==> src/rtl/dcsk_pkg.sv <==
// rtl/dcsk_pkg.sv - shared FSM state, spreading-factor helper and default generator constants for the DCSK transmitter
package dcsk_pkg;

  // Phase of the chip currently driven on the output
  typedef enum logic [1:0] {
    ST_IDLE = 2'd0,
    ST_REF  = 2'd1,
    ST_DATA = 2'd2
  } tx_state_e;

  localparam logic [7:0] POLY_DEF         = 8'hB8;
  localparam logic [7:0] SEED_RST_DEF     = 8'h01;
  localparam int         SF_MIN_LOG2_DEF  = 2;

  // Chips per half-symbol for spreading-factor ID `id`
  function automatic int unsigned sf_chips(input int unsigned id, input int unsigned min_log2);
    return 32'd1 << (min_log2 + id);
  endfunction

endpackage

==> src/rtl/dcsk_chaos_gen.sv <==
// rtl/dcsk_chaos_gen.sv - Galois chaos-chip generator with seed load, advance and zero-seed substitution
module dcsk_chaos_gen #(
  parameter int                SEED_W   = 8,
  parameter logic [SEED_W-1:0] POLY     = 8'hB8,
  parameter logic [SEED_W-1:0] SEED_RST = 8'h01
) (
  input  logic              i_clk,
  input  logic              i_arst_n,
  input  logic              i_load,
  input  logic [SEED_W-1:0] i_seed,
  input  logic              i_adv,
  output logic              o_chip
);

  logic [SEED_W-1:0] state_q;
  logic [SEED_W-1:0] state_d;
  logic [SEED_W-1:0] state_eff;

  // A load in the same cycle as a frame start must feed that frame, so the
  // chip and the next state are taken from the freshly loaded value
  always_comb begin
    state_eff = state_q;
    if (i_load) begin
      state_eff = (i_seed == '0) ? SEED_W'(1) : i_seed;
    end
    state_d = state_eff;
    if (i_adv) begin
      state_d = (state_eff >> 1) ^ (state_eff[0] ? POLY : '0);
    end
  end

  assign o_chip = state_eff[0];

  // Generator state register; persists across frames
  always_ff @(posedge i_clk or negedge i_arst_n) begin
    if (!i_arst_n) begin
      state_q <= SEED_RST;
    end else begin
      state_q <= state_d;
    end
  end

endmodule

==> src/rtl/dcsk_tx_param.sv <==
// rtl/dcsk_tx_param.sv - DCSK chip-stream transmitter with one-entry pending frame (option: DCSK_TX_PARITY_EN)
module dcsk_tx_param
  import dcsk_pkg::*;
#(
  parameter int                MSG_W       = 32,
  parameter int                SEED_W      = 8,
  parameter logic [SEED_W-1:0] POLY        = POLY_DEF,
  parameter logic [SEED_W-1:0] SEED_RST    = SEED_RST_DEF,
  parameter int                SF_ID_W     = 2,
  parameter int                SF_MIN_LOG2 = SF_MIN_LOG2_DEF
) (
  input  logic               i_clk,
  input  logic               i_arst_n,
  input  logic [MSG_W-1:0]   i_msg,
  input  logic               i_send,
  output logic               o_ready,
  input  logic [SF_ID_W-1:0] i_sf,
  input  logic [SEED_W-1:0]  i_seed,
  input  logic               i_load_seed,
  output logic               o_tx,
  output logic               o_busy,
  output logic               o_done
);

`ifdef DCSK_TX_PARITY_EN
  localparam int NBITS = MSG_W + 1;
`else
  localparam int NBITS = MSG_W;
`endif
  localparam int SF_MAX_LOG2 = SF_MIN_LOG2 + (1 << SF_ID_W) - 1;
  localparam int SF_MAX      = 1 << SF_MAX_LOG2;
  localparam int CNT_W       = SF_MAX_LOG2 + 1;
  localparam int IDX_W       = SF_MAX_LOG2;
  localparam int BIT_W       = $clog2(NBITS + 1);

  // Symbols of a frame in transmit order, MSB first, parity last when enabled
  function automatic logic [NBITS-1:0] frame_bits(input logic [MSG_W-1:0] m);
`ifdef DCSK_TX_PARITY_EN
    return {m, ^m};
`else
    return m;
`endif
  endfunction

  tx_state_e          state_q;
  logic [NBITS-1:0]   bits_q;
  logic [SF_ID_W-1:0] sf_q;
  logic [CNT_W-1:0]   chip_q;
  logic [BIT_W-1:0]   bit_q;
  logic               pend_valid_q;
  logic [NBITS-1:0]   pend_bits_q;
  logic [SF_ID_W-1:0] pend_sf_q;
  logic               tx_q;
  logic               busy_q;
  logic               done_q;
  logic               cbuf_q [SF_MAX];

  logic               is_idle;
  logic               accept;
  logic [CNT_W-1:0]   sf_last;
  logic [CNT_W-1:0]   chip_inc;
  logic               last_chip;
  logic               last_bit;
  logic               frame_end;
  logic               gen_chip;
  logic               gen_adv;
  logic               gen_load;
  logic [IDX_W-1:0]   wr_idx;
  logic [IDX_W-1:0]   rd_idx;
  logic               data_chip;

  assign is_idle   = (state_q == ST_IDLE);
  assign accept    = i_send & ~pend_valid_q;
  assign sf_last   = CNT_W'(sf_chips(32'(sf_q), SF_MIN_LOG2) - 32'd1);
  assign chip_inc  = chip_q + CNT_W'(1);
  assign last_chip = (chip_q == sf_last);
  assign last_bit  = (bit_q == BIT_W'(NBITS - 1));
  assign frame_end = (state_q == ST_DATA) & last_chip & last_bit;

  // The generator steps whenever the next chip on the output is a reference chip
  assign gen_load = is_idle & i_load_seed;
  assign gen_adv  = (is_idle & accept)
                  | ((state_q == ST_REF) & ~last_chip)
                  | ((state_q == ST_DATA) & last_chip & (~last_bit | pend_valid_q | i_send));

  // Reference chip k is stored at k; the data half replays from index 0
  assign wr_idx    = (state_q == ST_REF) ? chip_inc[IDX_W-1:0] : '0;
  assign rd_idx    = (state_q == ST_REF) ? '0 : chip_inc[IDX_W-1:0];
  assign data_chip = ~(cbuf_q[rd_idx] ^ bits_q[NBITS-1]);

  dcsk_chaos_gen #(
    .SEED_W   (SEED_W),
    .POLY     (POLY),
    .SEED_RST (SEED_RST)
  ) u_gen (
    .i_clk    (i_clk),
    .i_arst_n (i_arst_n),
    .i_load   (gen_load),
    .i_seed   (i_seed),
    .i_adv    (gen_adv),
    .o_chip   (gen_chip)
  );

  // Reference-half chip buffer
  always_ff @(posedge i_clk) begin
    if (gen_adv) begin
      cbuf_q[wr_idx] <= gen_chip;
    end
  end

  // Frame sequencing, pending slot and registered outputs
  always_ff @(posedge i_clk or negedge i_arst_n) begin
    if (!i_arst_n) begin
      state_q      <= ST_IDLE;
      bits_q       <= '0;
      sf_q         <= '0;
      chip_q       <= '0;
      bit_q        <= '0;
      pend_valid_q <= 1'b0;
      pend_bits_q  <= '0;
      pend_sf_q    <= '0;
      tx_q         <= 1'b0;
      busy_q       <= 1'b0;
      done_q       <= 1'b0;
    end else begin
      done_q <= 1'b0;
      // Mid-frame offers park in the pending slot; at frame end they start directly
      if (accept && !is_idle && !frame_end) begin
        pend_valid_q <= 1'b1;
        pend_bits_q  <= frame_bits(i_msg);
        pend_sf_q    <= i_sf;
      end
      case (state_q)
        ST_IDLE: begin
          tx_q <= 1'b0;
          if (accept) begin
            state_q <= ST_REF;
            chip_q  <= '0;
            bit_q   <= '0;
            bits_q  <= frame_bits(i_msg);
            sf_q    <= i_sf;
            tx_q    <= gen_chip;
            busy_q  <= 1'b1;
          end
        end
        ST_REF: begin
          if (last_chip) begin
            state_q <= ST_DATA;
            chip_q  <= '0;
            tx_q    <= data_chip;
          end else begin
            chip_q <= chip_inc;
            tx_q   <= gen_chip;
          end
        end
        ST_DATA: begin
          if (!last_chip) begin
            chip_q <= chip_inc;
            tx_q   <= data_chip;
          end else if (!last_bit) begin
            state_q <= ST_REF;
            chip_q  <= '0;
            bit_q   <= bit_q + BIT_W'(1);
            bits_q  <= bits_q << 1;
            tx_q    <= gen_chip;
          end else begin
            done_q <= 1'b1;
            chip_q <= '0;
            bit_q  <= '0;
            if (pend_valid_q) begin
              state_q      <= ST_REF;
              bits_q       <= pend_bits_q;
              sf_q         <= pend_sf_q;
              pend_valid_q <= 1'b0;
              tx_q         <= gen_chip;
            end else if (i_send) begin
              state_q <= ST_REF;
              bits_q  <= frame_bits(i_msg);
              sf_q    <= i_sf;
              tx_q    <= gen_chip;
            end else begin
              state_q <= ST_IDLE;
              busy_q  <= 1'b0;
              tx_q    <= 1'b0;
            end
          end
        end
        default: begin
          state_q <= ST_IDLE;
          busy_q  <= 1'b0;
          tx_q    <= 1'b0;
        end
      endcase
    end
  end

  assign o_tx    = tx_q;
  assign o_busy  = busy_q;
  assign o_done  = done_q;
  assign o_ready = ~pend_valid_q;

endmodule

==> config.mk <==
export PLATFORM = sky130hd
export DESIGN_NAME = dcsk_tx_param
export DESIGN_NICKNAME = d
export VERILOG_FILES = /design/src/rtl/dcsk_pkg.sv /design/src/rtl/dcsk_chaos_gen.sv /design/src/rtl/dcsk_tx_param.sv
export SDC_FILE = /design/constraint.sdc
export NUM_CORES = 1
export LEC_CHECK = 0
export CAP_MARGIN = 20
export CORE_MARGIN = 5
export CORE_UTILIZATION = 58
export DETAILED_ROUTE_END_ITERATION = 10
export GPL_TIMING_DRIVEN = 0
export HOLD_SLACK_MARGIN = 0.02
export PLACE_DENSITY = 0.91
export SETUP_SLACK_MARGIN = 0.5
export SLEW_MARGIN = 20
export SYNTH_ARGS = -nofsm -noshare
export SYNTH_HDL_FRONTEND = slang
export SYNTH_SLANG_ARGS = --single-unit
==> constraint.sdc <==
create_clock -name i_clk -period 3.2 [get_ports i_clk]
set_input_delay 0.64 -clock i_clk [delete_from_list [all_inputs] [get_ports i_clk]]
set_output_delay 0.64 -clock i_clk [all_outputs]
set_load 0.005 [all_outputs]
==> flow_results.org <==
** Status
- The run finished with clean final reports.

** Logic synthesis
- Counting flops with an async set or reset pin after synthesis yields a share of between 70 and 80%.
- Proportion of netlist area held by the largest area contributor :: a little under two fifths
- The mapped netlist covers 6310 sq um.
- A synthesized cell averages 10.9 sq um.
- For this run, the leading register cell type out of synthesis is sky130_fd_sc_hd__dfrtp_1.
- Synthesis produced a netlist with a net count of between 600 and 700.
- Count of different cell masters after synthesis :: 64
- Yosys attributes the largest share of cell area to sky130_fd_sc_hd__dfrtp_1 (37%), sky130_fd_sc_hd__edfxtp_1 (15%), sky130_fd_sc_hd__mux2_2 (7.7%).
- During synthesis, Yosys emitted a total of 0 warnings.
- Largest area contributor in the synthesized netlist :: sky130_fd_sc_hd__dfrtp_1
- In this run, synthesis produced a sequential element count of 126.
- Synthesis produced 579 cells.
- Of the synthesized area, sequential elements account for between 50% and 60%.
- Number of flops mapped to enable cells by yosys :: 32

** Run
- Reported max-cap violation count :: 0

** Clock tree
- Clock slew at reported path FFs :: around 0.060 ns
- The tree built by TritonCTS fans out to around 130 sinks.
- Deepest clock path buffer count :: 2
- The tree is rooted in a sky130_fd_sc_hd__clkbuf_8.
- Clk Latency, worst-skew pair :: roughly 0.54 ns
- TritonCTS clock tree :: yes
- TritonCTS created 17 clock buffers.
- The H-tree generated during clock tree synthesis spans 4 levels.

** Layout
- Antenna fix cells :: 0
- In the final design database the tool counted a little over 700 nets.
- After filler insertion, the fill cell instance count of the layout stands at 729.
- Synthesis-to-finish area growth :: 22.9%
- Final standard cell count with taps included and fillers excluded :: roughly 810
- Fraction of layout cells with a size suffix above 1 :: 18.6%

** Floorplanning
- In this run the count of I/O pins placed on the die edge is 50.
- The core region is about 11000 sq um.
- The initialized floorplan defines 38 standard-cell rows.
- Vertical extent of the die :: between 100 and 150 um
- The floorplan step defined a die boundary enclosing between 10000 and 15000 sq um.
- Once the floorplan was initialized, standard cells occupied slightly below 60% of the core.
- In this run the horizontal extent of the chip is 114 um.

** Routing
- The detail route stage leaves a number of antenna-violating nets equal to 0.
- In the routed design, unresolved DRC markers number 0.
- Average wire per cell in the routed design :: between 15 and 20 um
- The routed design has 15.9 mm of wire.
- Vias/cell :: 6.40
- Before antenna repair, the detailed router went through 7 iterations.
- Iteration-0 DRC Markers :: approximately 500
- Number of vias in the routed layout :: approximately 5200

** Placed design
- Placed insts :: 769
- Routability-driven placement finished with a final weighted congestion of approximately 0.93.
- In this run the tool buffered the top-level ports with 49 buffer cells.
- Detailed placement ended at an HPWL of a little over 10 mm.

** Hold path
- The tightest min-delay check is of the reg2reg type.
- Number of cells on the worst hold path :: 1

** Worst setup path
- The signal on the critical path passes through ha_1, nand3_1, o31a_1, nor2_1, o21ai_1, nand3_1, nor2_1.
- Path depth of the worst reg2reg path :: 7
- Crit. End Element :: flop
- Crit. path cell count :: 7
- The largest single stage delay on the critical path is 0.46 ns.
- The largest individual stage delay along the critical path comes from the cell sky130_fd_sc_hd__dfrtp_1.
- Along the worst path, the maximum fanout reaches 7.
- Number of buffer and inverter instances along the worst setup path :: 0
- Nature of the critical path startpoint :: flop
- STA puts the critical path data required time at 3.44 ns.
- Critical path arrival :: around 2.9 ns
- CP delay by family, top :: simple AND/OR/NAND/NOR gates
- The critical path is of the reg2reg type.

** Power
- Power spread over the standard cell area amounts to between 800 and 900 nW/um^2.
- Highest ir drop seen on vdd :: just under 0.0006 V
- Summed over all cells, the static leakage comes to 3.07 nW.

** Timing
- Final number of hold-violating endpoints :: 0
- Setup violations, final :: 0
- Hold is met by approximately 0.49 ns.
- Ratio of final minimum period to clock period :: 83.3%
- Setup repair after global routing could not meet its margin everywhere.
- Number of pins exceeding their max-slew limit in the final report :: 0
- At the pin with the least slew margin, the transition time is roughly 0.75 ns.
- For this run, the top clock speed supported by timing is roughly 0.38 GHz.
- Clock Skew :: between 0.01 and 0.015 ns
- Relative slew margins :: roughly 50%
- The routed design could run at a clock period as short as between 2 and 3 ns.

** Global routing
- Vias in the first global route :: around 5400
- Largest net degree at the start of global routing :: between 70 and 80
- The number of antenna violations at the first check in global routing was 0.
- Global routing used between 20% and 30% of the available tracks across all layers.
- Wire length of the first global-routing pass :: 26.4 mm
- The total overflow left after global routing is 0.
-- power by group --
| group | internal [W] | switching (W) | leakage (nW) |
|---|---|---|---|
| Combinational | 0.00103 | 0.00132 | 1.30 |
| Sequential | 0.00226 | 0.000310 | 1.46 |
| Clock | 0.00131 | 0.000735 | 0.309 |
-- routing by layer --
layer / global-route usage (%) / vias to the layer above / share of wire [%]
li1: - / 2315 / -
met1: 32.0 / 2532 / 40
met2: 42.0 / 261 / 50
met3: 8.09 / 43 / 7.8
met4: 9.98 / 0 / 2.2
met5: 0 / - / 0
-- synthesized netlist by cell type, types with 3 or more instances --
cell type,count
sky130_fd_sc_hd__a211oi_1,3
sky130_fd_sc_hd__a21oi_1,19
sky130_fd_sc_hd__a221oi_1,3
sky130_fd_sc_hd__and3_1,5
sky130_fd_sc_hd__buf_2,4
sky130_fd_sc_hd__buf_4,3
sky130_fd_sc_hd__clkbuf_1,28
sky130_fd_sc_hd__dfrtp_1,93
sky130_fd_sc_hd__edfxtp_1,32
sky130_fd_sc_hd__ha_1,6
sky130_fd_sc_hd__inv_1,10
sky130_fd_sc_hd__mux2_2,43
sky130_fd_sc_hd__mux2i_1,6
sky130_fd_sc_hd__mux4_2,6
sky130_fd_sc_hd__nand2_1,56
sky130_fd_sc_hd__nand2b_1,6
sky130_fd_sc_hd__nand3_1,15
sky130_fd_sc_hd__nor2_1,51
sky130_fd_sc_hd__nor2b_1,3
sky130_fd_sc_hd__nor3_1,8
sky130_fd_sc_hd__nor4_1,6
sky130_fd_sc_hd__o21ai_0,48
sky130_fd_sc_hd__o22a_1,31
sky130_fd_sc_hd__o22ai_1,32
sky130_fd_sc_hd__o31ai_1,3
sky130_fd_sc_hd__or3_1,3
sky130_fd_sc_hd__xnor2_1,8
-- path summary, 6_finish.rpt --
| path | start | to | slack (ns) |
|---|---|---|---|
| worst max-delay path | bit_q[0]$_DFFE_PN0P_ | cbuf_q[21]$_DFFE_PP_ | 0.54 |
| worst min-delay path | chip_q[5]$_DFFE_PN0P_ | chip_q[5]$_DFFE_PN0P_ | 0.49 |
| worst max register to register | bit_q[0]$_DFFE_PN0P_ | cbuf_q[21]$_DFFE_PP_ | 0.54 |
| worst min register to register | chip_q[5]$_DFFE_PN0P_ | chip_q[5]$_DFFE_PN0P_ | 0.49 |
| max in group asynchronous | i_arst_n | chip_q[1]$_DFFE_PN0P_ | 2.07 |
| min in group asynchronous | i_arst_n | bit_q[2]$_DFFE_PN0P_ | 0.51 |
-- cell usage in the layout (no fill, tap or decap), types with 21 or more instances in the layout --
| master | count |
|---|---|
| sky130_fd_sc_hd__o22a_1 | 31 |
| sky130_fd_sc_hd__clkdlybuf4s50_1 | 48 |
| sky130_fd_sc_hd__o21ai_0 | 47 |
| sky130_fd_sc_hd__edfxtp_1 | 32 |
| sky130_fd_sc_hd__o22ai_1 | 32 |
| sky130_fd_sc_hd__clkbuf_1 | 21 |
| sky130_fd_sc_hd__mux2_2 | 43 |
| sky130_fd_sc_hd__nand2_1 | 56 |
| sky130_fd_sc_hd__nor2_1 | 49 |
| sky130_fd_sc_hd__dfrtp_1 | 92 |
-- state kept, by name, summed over array words and instances, names as in the netlist, 2 cells and up --
name / cells
bit_q: 6
bits_q: 32
cbuf_q: 32
chip_q: 6
pend_bits_q: 32
pend_sf_q: 2
sf_q: 2
state_q: 2
u_gen.state_q: 8
-- through the flow --
| step | util [%] | power [W] | cell area [sq um] | setup TNS, ns | setup WS (ns) |
|---|---|---|---|---|---|
| 2_1_floorplan | - | 0.00410 | 6310 | 0 | 0.792 |
| 3_3_place_gp | 64.9 | 0.00458 | 6980 | -170.65 | -1.83 |
| 3_5_place_dp | 65.2 | 0.00473 | 7010 | 0 | 0.130 |
| 4_1_cts | 71.4 | 0.00681 | 7680 | 0 | 0.503 |
| 5_1_grt | 72.2 | 0.00732 | 7760 | 0 | 0.412 |
| 6_report | 72.2 | 0.00695 | 7760 | 0 | 0.535 |
-- logic make-up (layout without fill, tap and decap cells) --
group	count (synthesis)	count (layout)	synth area share (%)
mux	58	58	11.5
flops	126	126	52.5
xor+xnor	10	10	1.39
fa+ha+maj	6	6	1.19
buf+inv	49	135	3.41
simple gates	163	163	11.8
compound gates	167	167	18.2
-- what timing repair did --
action                                  4_1_cts  5_1_grt
hold buffers                                  1        0
hold endpoints to repair                     16        0
gates cloned                                  0        1
setup buffers                                 1        1
pin swaps                                     1        3
endpoints found under the setup margin       90      138
resized for setup                             7       28
-- layout make-up --
class | instances | area [sq um] | area share (%)
Tap cell | 140 | 175 | 2.26
Clock inverter | 11 | 151 | 1.95
Multi-Input combinational cell | 404 | 2830 | 36.5
Inverter | 11 | 48.8 | 0.629
Timing Repair inverter | 1 | 7.51 | 0.0968
Sequential cell | 126 | 3320 | 42.7
Buffer | 38 | 198 | 2.55
Clock buffer | 21 | 482 | 6.21
Timing Repair Buffer | 53 | 544 | 7.02
Power figures use the tool's default switching activity.
==> RTL edit 1: new RTL, config.mk and constraints unchanged <==
The option `DCSK_TX_PARITY_EN` is turned on by a define.
--- a/src/rtl/dcsk_tx_param.sv
+++ b/src/rtl/dcsk_tx_param.sv
@@ -1,4 +1,6 @@
 // rtl/dcsk_tx_param.sv - DCSK chip-stream transmitter with one-entry pending frame (option: DCSK_TX_PARITY_EN)
+`define DCSK_TX_PARITY_EN
+
 module dcsk_tx_param
   import dcsk_pkg::*;
 #(
Check against the original RTL: same outputs for any inputs over 4 cycles, from zero or initial values and one cycle with i_arst_n low; that may be too few to reach the edited logic, so the function may still have changed.
==> RTL edit 1 against the original RTL <==
Setup slack improved by 0.025 ns; synthesized area up 6.6%; core utilization fell by 1.4 points; clock power fell by 8%; cell area rose by 3.8%; clock skew is 0.0011 ns lower; sequential share of layout area shrank 0.97 points; wire length rose by 6.7%; critical path type unchanged; sequential cell count increased by 2; critical path depth is 2 higher; critical endpoint is now o_tx; total power shrank 5.0%.
==> RTL edit 1: results <==
[critical_path]
max_stage_delay_ns = 0.53
cp_max_fo = 10
r2r_cells = 9
rr_startpoint = chip_q[1]
cpMaxStageDelayCell = mux4_2
arrival_ns = 2.94
path_delay_family = compound AO/OA/AOI/OAI gates

[routing]
drt_iter0_markers = 581
dr.pass1.iters = 5
num_vias = 5697
wl_per_cell_um = 19.3
drt-vias-per-instance = 6.49

[synth]
synth-compound-area-share_pct = 14.4
synth_cell_types = 58
synth-seq-area-share_pct = 50.0
synth_fa_ha_area_share_pct = 1.30
synth-xor-area-share_pct = 5.34
synthCells = 652
synth_nets = 705
async_reset_ff_share_pct = 75.0
synth_area_leaders = dfrtp_1 35%, edfxtp_1 14%, mux2_2 6.5%

[layout]
nNetsFinal = 776
reg.largest.list = bits_q x33, pend_bits_q x33, cbuf_q x32
buffers = 92
nFillCells = 733
clk_share_pct = 7.10
multi_input_area_um2 = 3130
buffer_area_share_pct = 9.18
multi_input_gates = 467
inv_count = 17

[timing]
hold_slack_ns = 0.123
fin_skew_ns = 0.0108
relSlewSlack_pct = 60.0

[global_route]
grt_max_degree = 55
grtUsageTotal_pct = 24.9
grt_pass1_wl_mm = 28.4

[power]
max-vdd-ir-drop_uv = 433
switching_share_pct = 32.7

[placed_design]
routabilityCongestion = 0.912
place_inst = 845

[outcome]
outcome = complete, no violations

[cts]
cts_sinks = 128
root_buffer = clkbuf_16
clock_insertion_delay_worst_skew_ns = 0.43

[min_path]
hold_path_class = in2async
[RTL edit 1: cell count changes in the layout (fill, tap and decap cells not counted), moves of 5 or more]
| cell | change |
|---|---|
| o22a_1 | -31 |
| xnor2_1 | +27 |
| a21oi_1 | +26 |
| nor2_1 | +25 |
| buf_2 | +16 |
| clkbuf_2 | -7 |
| and3b_1 | +5 |
| inv_1 | +5 |
| mux2i_1 | +5 |
[RTL edit 1: per-stage QoR]
step | total power (µW) | TNS [ns] | worst slack (ns) | utilization, %
2_1_floorplan | 4020 | 0 | 0.806 | -
3_3_place_gp | 4450 | -181.55 | -1.91 | 65.0
3_5_place_dp | 4600 | 0 | 0.133 | 65.3
4_1_cts | 6540 | 0 | 0.531 | 70.6
5_1_grt | 6940 | 0 | 0.408 | 70.8
6_report | 6610 | 0 | 0.560 | 70.8
[RTL edit 1: repair_timing]
| action | in CTS | in global routing |
|---|---|---|
| hold buffers | 0 | 0 |
| buffers inserted | 0 | 1 |
| gates cloned | 1 | 0 |
| endpoints found under the hold margin | 0 | 0 |
| endpoints found under the setup margin | 59 | 59 |
| gates resized for setup | 7 | 7 |
[RTL edit 1: worst max path at each step]
stage | from | endpoint | slack, ns | depth (start not counted)
5_1_grt | chip_q[1] | o_tx | 0.41 | 9
2_1_floorplan | chip_q[1] | o_tx | 0.81 | 9
3_3_place_gp | i_arst_n | o_done | -1.91 | 1
4_1_cts | chip_q[1] | o_tx | 0.53 | 9
6_report | chip_q[1] | o_tx | 0.56 | 9
3_5_place_dp | i_seed[4] | o_tx | 0.13 | 7
[RTL edit 1: per-layer routing]
layer | global-route usage, % | part of all wire, % | wire length, µm
met1 | 33.2 | 40 | 6850
met2 | 40.2 | 49 | 8250
met3 | 5.67 | 8.1 | 1380
met4 | 8.89 | 2.9 | 493
met5 | 0 | 0 | 0
==> RTL edit 2: new RTL, config.mk and constraints unchanged <==
Without the edit above. Make the reset (`i_arst_n`) synchronous in 2 clocked blocks.
--- a/src/rtl/dcsk_chaos_gen.sv
+++ b/src/rtl/dcsk_chaos_gen.sv
@@ -32,7 +32,7 @@
   assign o_chip = state_eff[0];
 
   // Generator state register; persists across frames
-  always_ff @(posedge i_clk or negedge i_arst_n) begin
+  always_ff @(posedge i_clk) begin
     if (!i_arst_n) begin
       state_q <= SEED_RST;
     end else begin
--- a/src/rtl/dcsk_tx_param.sv
+++ b/src/rtl/dcsk_tx_param.sv
@@ -109,7 +109,7 @@
   end
 
   // Frame sequencing, pending slot and registered outputs
-  always_ff @(posedge i_clk or negedge i_arst_n) begin
+  always_ff @(posedge i_clk) begin
     if (!i_arst_n) begin
       state_q      <= ST_IDLE;
       bits_q       <= '0;
Formal check against the unedited RTL: differs if i_arst_n is asserted again (counterexample within 4 cycles, from zero or initial values and one cycle with i_arst_n low); with i_arst_n held inactive, the same outputs for 4 cycles.
==> RTL edit 2 against the original RTL <==
Synthesized area fell by 0.91%; setup slack better by 0.054 ns; cell area shrank 3.2%; critical endpoint is now cbuf_q[6]; total power increased by 2.5%; die area decreased by 0.83%; sequential cell count did not move; wire length grew 5.5%.
==> RTL edit 2: results <==
[placed_design]
io_buffers = 49
place_inst = 917
dp_hpwl_mm = 11.5
routabilityCongestion = 0.947

[routing]
wirelength_mm = 16.8
num_vias = 5981
dr.pass1.iters = 6
drt-vias-per-instance = 6.30
drt_iter0_markers = 571

[synth]
syn_area_per_cell_um2 = 8.59
yosys-top-cells-count = 148 x nand2_1, 94 x dfxtp_1, 85 x a21oi_1
synthFlopType = dfxtp_1
synth_nets = 780
synth-seq-area-share_pct = 45.5
synth_area_leaders = dfxtp_1 30%, edfxtp_1 15%, nand2_1 8.9%
synth_cell_types = 68
async_reset_ff_share_pct = 0

[global_route]
grt_pass1_wl_mm = 27.4
first_global_vias = 5766
grt_max_degree = 33
grtUsageTotal_pct = 26.5
antenna_found_initial = 0

[critical_path]
cp-startpoint = chip_q[0]
arrival_ns = 2.85
max_stage_delay_ns = 0.39
ff2ff_setup_slack_ns = 0.59
cp_max_fo = 8
cpMaxStageDelayCell = nand3_1

[cts]
post_cts_buffers = 0
clock_path_buffers = 2
root_buffer = clkbuf_8

[timing]
fin_skew_ns = 0.00832
worst_pin_slew_ns = 0.801
hold_slack_ns = 0.454

[layout]
nNetsFinal = 848
drive_above_1_share_pct = 9.27
n_antenna_cell = 0
nFillCells = 786

[min_path]
worstHoldStart = pend_sf_q[1]

[power]
p_leak_uw = 0.00256
clkPwrFrac_pct = 26.4
power_switching_uw = 2710
finalPower_uw = 7130
p_comb_uw = 2930
max-vdd-ir-drop_uv = 603

[outcome]
outcome = complete, no violations
## RTL edit 2: logic make-up after synthesis
group	Yosys count	share of synthesized area, %
and+or+nand+nor	289	20.8
AOI/OAI and AO/OA	211	22.3
DFF	126	45.5
buffers and inverters	68	5.10
muxes	18	3.76
xor gates and xnor gates	10	1.40
adders and majority gates	6	1.20
## RTL edit 2: cell type report
cell class	count	area [µm²]	share of cell area, %
Tap cell	140	175	2.33
Timing Repair Buffer	49	490	6.53
Buffer	55	277	3.68
Multi-Input combinational cell	534	3090	41.2
Clock inverter	10	108	1.43
Clock buffer	22	475	6.33
Inverter	13	48.8	0.650
Sequential cell	126	2840	37.9
## RTL edit 2: per-stage QoR
step | utilization [%] | setup WS (ns) | cell area [µm²]
floorplan | - | 0.925 | 6250
global placement | 64.7 | 0.461 | 6920
detailed placement | 64.7 | 0.392 | 6920
CTS | 70.1 | 0.507 | 7500
global route | 70.2 | 0.462 | 7510
finish | 70.2 | 0.589 | 7510
## RTL edit 2: per-layer routing
metal / global-route usage (%) / wire length (µm) / vias up
met3: 6.37 / 1620 / 73
li1: - / - / 2746
met2: 43.4 / 8100 / 378
met4: 13.5 / 575 / 0
met5: 0 / 0 / -
met1: 32.5 / 6490 / 2784
## RTL edit 2: path summary, 6_finish.rpt
path | endpoint | depth (start not counted)
setup / recovery | cbuf_q[6] | 8
hold / removal | pend_sf_q[1] | 2
setup reg to reg | cbuf_q[6] | 8
hold reg to reg | pend_sf_q[1] | 2
## RTL edit 2: timing repair
item,in CTS,in global routing
setup endpoints to repair,3,55
gates resized for setup,1,9
hold buffers,0,0
gates cloned,0,0
